### src/rtl/hs_issue_scheduler_if.sv
// Channel request, datapath issue/return and result bus of hs_issue_scheduler.
interface hs_issue_scheduler_if #(
  parameter int unsigned NUM_CH     = 4,
  parameter int unsigned CH_W       = 2,
  parameter int unsigned DATA_WIDTH = 26,
  parameter int unsigned OUT_SIZE   = 14
);
  logic                           cfg_en;
  logic [NUM_CH-1:0]              ch_valid;
  logic [NUM_CH-1:0]              ch_last;
  logic [NUM_CH*DATA_WIDTH-1:0]   ch_data;
  logic [NUM_CH-1:0]              ch_ready;
  logic                           hs_en;
  logic [DATA_WIDTH-1:0]          hs_data;
  logic                           hs_out_valid;
  logic [OUT_SIZE-1:0]            hs_out_data;
  logic                           res_valid;
  logic [OUT_SIZE-1:0]            res_data;
  logic [CH_W-1:0]                res_ch;
  logic                           res_last;
  logic [NUM_CH-1:0]              ch_done;
  logic                           idle;
  logic                           err_orphan;

  modport master (
    output cfg_en, ch_valid, ch_last, ch_data, hs_out_valid, hs_out_data,
    input  ch_ready, hs_en, hs_data, res_valid, res_data, res_ch, res_last,
           ch_done, idle, err_orphan
  );

  modport slave (
    input  cfg_en, ch_valid, ch_last, ch_data, hs_out_valid, hs_out_data,
    output ch_ready, hs_en, hs_data, res_valid, res_data, res_ch, res_last,
           ch_done, idle, err_orphan
  );
endinterface

### src/rtl/hs_issue_scheduler.sv
// Round-robin issue of NUM_CH channels into one shared hardswish datapath, with an
// in-order tag FIFO steering results back. HS_SCHED_PERF_EN adds perf counters.
module hs_issue_scheduler #(
  parameter int unsigned NUM_CH     = 4,
  parameter int unsigned CH_W       = 2,
  parameter int unsigned DATA_WIDTH = 26,
  parameter int unsigned OUT_SIZE   = 14,
  parameter int unsigned TAG_DEPTH  = 8
) (
  input  logic                clk,
  input  logic                rst,
  hs_issue_scheduler_if.slave bus
`ifdef HS_SCHED_PERF_EN
  ,
  input  logic [CH_W-1:0]     perf_sel,
  output logic [15:0]         perf_cnt,
  output logic [15:0]         perf_stall
`endif
);
  localparam int unsigned PTR_W = (TAG_DEPTH > 1) ? $clog2(TAG_DEPTH) : 1;
  localparam int unsigned CNT_W = PTR_W + 1;

  typedef struct packed {
    logic [CH_W-1:0] ch;
    logic            last;
  } tag_t;

  logic [CH_W-1:0]       rr_q, rr_d;
  logic [PTR_W-1:0]      wr_ptr_q, wr_ptr_d, rd_ptr_q, rd_ptr_d;
  logic [CNT_W-1:0]      cnt_q, cnt_d;
  tag_t                  tag_mem_q [TAG_DEPTH];
  logic                  hs_en_q, hs_en_d;
  logic [DATA_WIDTH-1:0] hs_data_q, hs_data_d;
  logic                  res_valid_q, res_valid_d;
  logic [OUT_SIZE-1:0]   res_data_q, res_data_d;
  logic [CH_W-1:0]       res_ch_q, res_ch_d;
  logic                  res_last_q, res_last_d;
  logic [NUM_CH-1:0]     ch_done_q, ch_done_d;
  logic                  idle_q, idle_d;
  logic                  err_q, err_d;

  logic [NUM_CH-1:0]     grant_c;
  logic [CH_W-1:0]       gnt_id_c, idx_c;
  logic                  gnt_found_c;
  logic                  tag_full_c, tag_empty_c, can_issue_c;
  logic                  push_c, pop_c;
  tag_t                  head_c;

  // First valid channel at or after the round-robin pointer, wrapping.
  always_comb begin
    grant_c     = '0;
    gnt_id_c    = '0;
    gnt_found_c = 1'b0;
    idx_c       = '0;
    for (int k = 0; k < int'(NUM_CH); k++) begin
      idx_c = CH_W'((32'(rr_q) + 32'(k)) % NUM_CH);
      if (!gnt_found_c && bus.ch_valid[idx_c]) begin
        gnt_found_c     = 1'b1;
        gnt_id_c        = idx_c;
        grant_c[idx_c]  = 1'b1;
      end
    end
  end

  assign tag_full_c  = (cnt_q == CNT_W'(TAG_DEPTH));
  assign tag_empty_c = (cnt_q == '0);
  assign can_issue_c = bus.cfg_en & ~tag_full_c & ~rst;
  assign bus.ch_ready = can_issue_c ? grant_c : '0;
  assign push_c      = can_issue_c & gnt_found_c;
  assign pop_c       = bus.hs_out_valid & ~tag_empty_c;
  assign head_c      = tag_mem_q[rd_ptr_q];

  always_comb begin
    rr_d        = rr_q;
    wr_ptr_d    = wr_ptr_q + PTR_W'(push_c);
    rd_ptr_d    = rd_ptr_q + PTR_W'(pop_c);
    cnt_d       = cnt_q + CNT_W'(push_c) - CNT_W'(pop_c);
    hs_en_d     = push_c;
    hs_data_d   = hs_data_q;
    res_valid_d = pop_c;
    res_data_d  = res_data_q;
    res_ch_d    = res_ch_q;
    res_last_d  = res_last_q;
    ch_done_d   = '0;
    err_d       = err_q | (bus.hs_out_valid & tag_empty_c);
    if (push_c) begin
      rr_d      = (gnt_id_c == CH_W'(NUM_CH - 1)) ? '0 : gnt_id_c + CH_W'(1);
      hs_data_d = bus.ch_data[32'(gnt_id_c)*DATA_WIDTH +: DATA_WIDTH];
    end
    if (pop_c) begin
      res_data_d = bus.hs_out_data;
      res_ch_d   = head_c.ch;
      res_last_d = head_c.last;
      ch_done_d[head_c.ch] = head_c.last;
    end
    idle_d = (cnt_d == '0) & ~hs_en_d & ~res_valid_d;
  end

  always_ff @(posedge clk) begin
    if (rst) begin
      rr_q        <= '0;
      wr_ptr_q    <= '0;
      rd_ptr_q    <= '0;
      cnt_q       <= '0;
      hs_en_q     <= 1'b0;
      hs_data_q   <= '0;
      res_valid_q <= 1'b0;
      res_data_q  <= '0;
      res_ch_q    <= '0;
      res_last_q  <= 1'b0;
      ch_done_q   <= '0;
      idle_q      <= 1'b1;
      err_q       <= 1'b0;
    end else begin
      rr_q        <= rr_d;
      wr_ptr_q    <= wr_ptr_d;
      rd_ptr_q    <= rd_ptr_d;
      cnt_q       <= cnt_d;
      hs_en_q     <= hs_en_d;
      hs_data_q   <= hs_data_d;
      res_valid_q <= res_valid_d;
      res_data_q  <= res_data_d;
      res_ch_q    <= res_ch_d;
      res_last_q  <= res_last_d;
      ch_done_q   <= ch_done_d;
      idle_q      <= idle_d;
      err_q       <= err_d;
    end
  end

  // Tag storage needs no reset: entries are only read after being written.
  always_ff @(posedge clk) begin
    if (push_c) tag_mem_q[wr_ptr_q] <= '{ch: gnt_id_c, last: bus.ch_last[gnt_id_c]};
  end

  assign bus.hs_en      = hs_en_q;
  assign bus.hs_data    = hs_data_q;
  assign bus.res_valid  = res_valid_q;
  assign bus.res_data   = res_data_q;
  assign bus.res_ch     = res_ch_q;
  assign bus.res_last   = res_last_q;
  assign bus.ch_done    = ch_done_q;
  assign bus.idle       = idle_q;
  assign bus.err_orphan = err_q;

`ifdef HS_SCHED_PERF_EN
  logic [15:0] perf_cnt_q [NUM_CH];
  logic [15:0] perf_cnt_d [NUM_CH];
  logic [15:0] perf_stall_q, perf_stall_d;

  // Stall = some channel wants to issue but cfg_en or a full tag FIFO blocks it.
  always_comb begin
    perf_cnt_d   = perf_cnt_q;
    perf_stall_d = perf_stall_q;
    if (push_c) perf_cnt_d[gnt_id_c] = perf_cnt_q[gnt_id_c] + 16'd1;
    if ((|bus.ch_valid) && !can_issue_c) perf_stall_d = perf_stall_q + 16'd1;
  end

  always_ff @(posedge clk) begin
    if (rst) begin
      for (int i = 0; i < int'(NUM_CH); i++) perf_cnt_q[i] <= '0;
      perf_stall_q <= '0;
    end else begin
      perf_cnt_q   <= perf_cnt_d;
      perf_stall_q <= perf_stall_d;
    end
  end

  assign perf_cnt   = (32'(perf_sel) < NUM_CH) ? perf_cnt_q[perf_sel] : '0;
  assign perf_stall = perf_stall_q;
`endif
endmodule

### src/flat_wrapper.sv
// flat-port wrapper written by rule: the top's interface ports become plain ports
module hs_issue_scheduler_flat 
#(
  parameter int unsigned NUM_CH     = 4,
  parameter int unsigned CH_W       = 2,
  parameter int unsigned DATA_WIDTH = 26,
  parameter int unsigned OUT_SIZE   = 14,
  parameter int unsigned TAG_DEPTH  = 8
)
  (clk, rst, bus_cfg_en, bus_ch_valid, bus_ch_last, bus_ch_data, bus_hs_out_valid, bus_hs_out_data, bus_ch_ready, bus_hs_en, bus_hs_data, bus_res_valid, bus_res_data, bus_res_ch, bus_res_last, bus_ch_done, bus_idle, bus_err_orphan);
  hs_issue_scheduler_if #(.NUM_CH(NUM_CH), .CH_W(CH_W), .DATA_WIDTH(DATA_WIDTH), .OUT_SIZE(OUT_SIZE)) bus_i ();
  input  logic clk;
  input  logic rst;
  input wire logic [$bits(bus_i.cfg_en)-1:0] bus_cfg_en;
  input wire logic [$bits(bus_i.ch_valid)-1:0] bus_ch_valid;
  input wire logic [$bits(bus_i.ch_last)-1:0] bus_ch_last;
  input wire logic [$bits(bus_i.ch_data)-1:0] bus_ch_data;
  input wire logic [$bits(bus_i.hs_out_valid)-1:0] bus_hs_out_valid;
  input wire logic [$bits(bus_i.hs_out_data)-1:0] bus_hs_out_data;
  output wire logic [$bits(bus_i.ch_ready)-1:0] bus_ch_ready;
  output wire logic [$bits(bus_i.hs_en)-1:0] bus_hs_en;
  output wire logic [$bits(bus_i.hs_data)-1:0] bus_hs_data;
  output wire logic [$bits(bus_i.res_valid)-1:0] bus_res_valid;
  output wire logic [$bits(bus_i.res_data)-1:0] bus_res_data;
  output wire logic [$bits(bus_i.res_ch)-1:0] bus_res_ch;
  output wire logic [$bits(bus_i.res_last)-1:0] bus_res_last;
  output wire logic [$bits(bus_i.ch_done)-1:0] bus_ch_done;
  output wire logic [$bits(bus_i.idle)-1:0] bus_idle;
  output wire logic [$bits(bus_i.err_orphan)-1:0] bus_err_orphan;
  assign bus_i.cfg_en = bus_cfg_en;
  assign bus_i.ch_valid = bus_ch_valid;
  assign bus_i.ch_last = bus_ch_last;
  assign bus_i.ch_data = bus_ch_data;
  assign bus_i.hs_out_valid = bus_hs_out_valid;
  assign bus_i.hs_out_data = bus_hs_out_data;
  assign bus_ch_ready = bus_i.ch_ready;
  assign bus_hs_en = bus_i.hs_en;
  assign bus_hs_data = bus_i.hs_data;
  assign bus_res_valid = bus_i.res_valid;
  assign bus_res_data = bus_i.res_data;
  assign bus_res_ch = bus_i.res_ch;
  assign bus_res_last = bus_i.res_last;
  assign bus_ch_done = bus_i.ch_done;
  assign bus_idle = bus_i.idle;
  assign bus_err_orphan = bus_i.err_orphan;
  hs_issue_scheduler #(.NUM_CH(NUM_CH), .CH_W(CH_W), .DATA_WIDTH(DATA_WIDTH), .OUT_SIZE(OUT_SIZE), .TAG_DEPTH(TAG_DEPTH)) u_core (.clk(clk), .rst(rst), .bus(bus_i));
endmodule
### config.mk
export PLATFORM = sky130hd
export DESIGN_NAME = hs_issue_scheduler_flat
export DESIGN_NICKNAME = d
export VERILOG_FILES = /design/src/rtl/hs_issue_scheduler_if.sv /design/src/rtl/hs_issue_scheduler.sv /design/src/flat_wrapper.sv
export SDC_FILE = /design/constraint.sdc
export NUM_CORES = 1
export LEC_CHECK = 0
export ABC_AREA = 1
export BUFFER_PORTS_ARGS = -buffer_cell sky130_fd_sc_hd__buf_2
export CORE_MARGIN = 2
export CORE_UTILIZATION = 45
export CTS_BUF_LIST = sky130_fd_sc_hd__clkbuf_4 sky130_fd_sc_hd__clkbuf_8
export CTS_CLUSTER_DIAMETER = 50
export CTS_CLUSTER_SIZE = 40
export DETAILED_ROUTE_END_ITERATION = 7
export HOLD_SLACK_MARGIN = 0.08
export PLACE_DENSITY = 0.85
export SYNTH_ARGS = -nofsm -noshare
export SYNTH_HDL_FRONTEND = slang
export SYNTH_SLANG_ARGS = --single-unit
export TNS_END_PERCENT = 5
### constraint.sdc
create_clock -name clk -period 5.7 [get_ports clk]
set_input_delay 0.57 -clock clk [delete_from_list [all_inputs] [get_ports clk]]
set_output_delay 0.57 -clock clk [all_outputs]
set_load 0.01 [all_outputs]
==> qor.log <==
INFO  outcome        status=complete, no violations
INFO  timing         min_period=4.42ns
INFO  die            die_height=108um
INFO  critical_path  critical_path.startpoint_type=flop
INFO  yosys          synth-warning-count=0
INFO  critical_path  end_kind=flop
INFO  hold_path      hold_path_end=u_core.bus.res_data[5]$_SDFFE_PP0N_
INFO  yosys          ys_seq_area_share=40.9%
INFO  critical_path  critical_path_class=flop to flop
INFO  critical_path  crit_fanout=56
INFO  detailed_routing via_per_inst=5.10
INFO  global_routing largest_net_degree_at_the_start_of_global_routing=57
INFO  detailed_routing drt_drc_violations_left=0
INFO  timing         finalSetupViolCount=0
INFO  pwr            internal_power=1.53mW
INFO  critical_path  crit_path_start=u_core.rr_q[0]$_SDFFE_PP0P_
INFO  layout         area.growth.synth_to_final=23.8%
INFO  global_routing gr-usage-all-layers=22.8%
INFO  pwr            power.net_switching=1.19mW
INFO  pwr            seqPwrFrac=33.8%
INFO  critical_path  crit-reg2reg-launch=u_core.rr_q[0]$_SDFFE_PP0P_
INFO  pwr            peakVddDrop=0.215mV
INFO  yosys          synth_cell_types=34
INFO  global_routing first_global_vias=4492
INFO  clock_tree     post_cts_repair_resize_count=0
INFO  clock_tree     cts_num_sinks=87
INFO  placement      finalWeightedCongestion=0.865
INFO  hold_path      min_path_cells=3
INFO  placement      dpl.hpwl=9650um
INFO  yosys          synthesis.area=4850um^2
INFO  pwr            pwr-share-comb=47.8%
INFO  critical_path  cp_data_arrival_time=4.52ns
INFO  critical_path  critical_path.reg2reg.endpoint=u_core.tag_mem_q[4][0]$_DFFE_PP_
INFO  detailed_routing routed-via-count=5016
INFO  timing         slew_headroom=23.3%
INFO  timing         finalHoldWorstSlack=0.391ns
INFO  layout         antenna_cells_inserted=0
INFO  yosys          yosys-mux-area-fraction=0.206%
INFO  detailed_routing detail_route.iter0.violations=306
INFO  die            initial_core_util=46.6%
INFO  die            floorplan.core_area=10400um^2
INFO  hold_path      holdCritPathClass=input pin to flop
INFO  yosys          yosys.area_share.simple=37.4%
INFO  critical_path  setup.reg_to_reg.worst_slack=1.28ns
INFO  placement      dpl_worst_slack=1.35ns
INFO  global_routing grt_overflow=0
INFO  clock_tree     cts-buffers-inserted=9
INFO  timing         tightest_slew=1.15ns
INFO  clock_tree     insertion_delay=0.36ns
INFO  pwr            switching_share=43.7%
INFO  pwr            p_clk_share=18.4%
INFO  die            die_w=108um
INFO  timing         finalHoldViolCount=0
INFO  layout         drive_above_1_share=26.3%
INFO  yosys          synth_nets=832
INFO  timing         worst_slack=1.28ns
INFO  timing         rsz0062_at_grt=false
INFO  die            boundaryPins=185
INFO  clock_tree     cts_post_setup_buffers_inserted=0
INFO  placement      place.port_buffers=184
INFO  clock_tree     cts_tree=built
INFO  flow_run       drv.max_cap_violation_count=0
INFO  yosys          adder_and_majority_cell_fraction_of_the_synthesized_area=5.31%
INFO  layout         fillCellCount=951
INFO  layout         finalNetCount=993
INFO  die            die_area=11600um^2
INFO  hold_path      holdCritStartpoint=bus_hs_out_data[5]
INFO  pwr            power.total=2.72mW
INFO  timing         setup_total_negative_slack=0ns
INFO  detailed_routing drt_pre_antenna_iters=7
INFO  global_routing number_of_antenna_violations_at_the_first_check_in_global_routing=0
INFO  timing         final-max-slew-violation-count=0
INFO  yosys          async_flop_share=0%
INFO  clock_tree     cts.reportedPaths.clkPinSlew=0.09ns
INFO  yosys          synthesis.instances=682
INFO  detailed_routing route.detailed.wl_per_inst=13.5um
INFO  yosys          synth-main-ff-cell=dfxtp_1
INFO  timing         clock.fmax=0.226GHz
INFO  timing         final.setup_skew=0.0141ns
INFO  die            row_count=37
INFO  pwr            power.leakage=3.27nW
INFO  detailed_routing final_antenna_net_count=0
INFO  yosys          synth_enable_flop_cells=24
INFO  clock_tree     clk_path_buf_depth=2
INFO  detailed_routing detail_route.wirelength=13300um
INFO  yosys          syn-mean-instance-area=7.11um^2
INFO  yosys          main_combinational_cell_family_by_area_after_synthesis=simple AND/OR/NAND/NOR gates
INFO  clock_tree     post_cts_hold_buffer_count=0
INFO  clock_tree     cts_htree_levels=3
INFO  critical_path  reg2regPathDepth=11
INFO  yosys          synth_xor_area_share=0.722%
INFO  global_routing global_route_wire_length_before_repair=21200um
INFO  layout         finish.utilization=57.7%
INFO  yosys          synth.ff_latch_count=87
INFO  critical_path  required_time_at_the_endpoint_of_the_critical_path=5.80ns
INFO  yosys          compound_cell_area_share_of_the_yosys_netlist=4.87%
INFO  pwr            p_per_area=452nW/um^2
INFO  clock_tree     clk_root_buffer_cell=clkbuf_8
INFO  timing         fin_crit_sh=77.5%
-- cells in the final DEF, fill, tap and decap left out, drive strengths merged --
| cell type | Yosys | final |
|---|---|---|
| o22ai | 6 | 6 |
| nand2 | 175 | 175 |
| fa | 1 | 1 |
| xnor2 | 2 | 2 |
| clkinv | 0 | 1 |
| inv | 85 | 88 |
| xor2 | 2 | 2 |
| nor2 | 47 | 47 |
| dfxtp | 63 | 63 |
| a21boi | 1 | 1 |
| nand3 | 179 | 179 |
| o211ai | 1 | 1 |
| ha | 19 | 19 |
| clkbuf | 16 | 10 |
| a31oi | 1 | 1 |
| a21oi | 6 | 6 |
| nand4 | 3 | 3 |
| o31ai | 1 | 1 |
| mux2i | 1 | 1 |
| buf | 21 | 187 |
| or2 | 2 | 2 |
| bufinv | 0 | 2 |
| a22oi | 4 | 4 |
| o21ai | 22 | 22 |
| edfxtp | 24 | 24 |
-- stage by stage --
stage               cell area (um^2)  std cells
global route                    6010        984
CTS                             6010        984
floorplan                       4850        682
detailed placement              5770        968
finish                          6010        984
global placement                5770        968
-- state kept, by name (all words and copies together) (netlist names) --
signal	count
u_core.bus.res_last	1
u_core.tag_mem_q	24
u_core.bus.res_valid	1
u_core.bus.res_data	14
u_core.wr_ptr_q	3
u_core.cnt_q	4
u_core.rd_ptr_q	3
u_core.bus.res_ch	2
u_core.bus.hs_en	1
u_core.bus.ch_done	4
u_core.rr_q	2
u_core.bus.idle	1
u_core.bus.hs_data	26
u_core.bus.err_orphan	1
-- final cells by class --
type | instances | area [um^2] | share of cell area [%]
multi-input combinational | 473 | 2350 | 39.2
sequential | 87 | 1980 | 33.0
timing repair buffer | 187 | 943 | 15.7
inverter | 85 | 322 | 5.35
tap | 136 | 170 | 2.83
clock buffer | 10 | 138 | 2.29
clock inverter | 6 | 97.6 | 1.62
-- per-layer routing --
layer / wire length, um / GRT usage [%] / share of wire [%] / vias up
met5: 0 / 0 / 0 / -
li1: - / - / - / 2536
met3: 958 / 4.72 / 7.2 / 22
met4: 242 / 7.78 / 1.8 / 0
met1: 5490 / 28.6 / 41 / 2239
met2: 6560 / 38.8 / 50 / 219
-- synth_stat cells (all sizes together), types with 3 or more instances --
master,n,area [um^2]
ha,19,238
inv,85,322
nand4,3,33.8
o22ai,6,37.5
nand3,179,896
a22oi,4,30.0
clkbuf,16,60.1
buf,21,133
o21ai,22,110
edfxtp,24,721
dfxtp,63,1260
nor2,47,189
a21oi,6,30.0
nand2,175,684
-- worst max path at each step --
stage,slack [ns],cells after the start,to
final,1.28,11,u_core.tag_mem_q[4][0]$_DFFE_PP_
after global routing,0.81,11,u_core.tag_mem_q[5][0]$_DFFE_PP_
after CTS,1.32,11,u_core.tag_mem_q[6][0]$_DFFE_PP_
after detailed placement,1.35,11,u_core.tag_mem_q[2][0]$_DFFE_PP_
after global placement,1.48,11,u_core.tag_mem_q[2][0]$_DFFE_PP_
after floorplan,2.73,18,u_core.bus.idle$_SDFF_PP1_
-- worst max-delay path, stage by stage (launching register included) --
cell and delay, ns:
dfxtp_1 0.66, inv_4 0.13, ha_1 0.37, inv_1 0.12, nand3_1 0.10, nand2_2 0.14, a21oi_1 0.10, nand2_2 0.68
nand2_2 0.80, inv_1 0.52, nor2_1 0.10, o21ai_1 0.42
-- logic make-up (layout without fill, tap and decap cells) --
kind of cell               Yosys count  count (layout)
and+or+nand+nor                    406             406
buffers and inverters              122             288
xor gates and xnor gates             4               4
AOI/OAI and AO/OA                   42              42
DFF                                 87              87
adders and majority gates           20              20
muxes                                1               1
-- power groups by stage --
stage / Clock (mW) / Sequential (mW) / Combinational (mW)
global placement: 0 / 0.925 / 1.26
detailed placement: 0 / 0.928 / 1.29
CTS: 0.503 / 0.916 / 1.30
floorplan: 0 / 0.958 / 0.929
global route: 0.532 / 0.933 / 1.48
finish: 0.499 / 0.917 / 1.30
(Power assumes the default switching activity.)
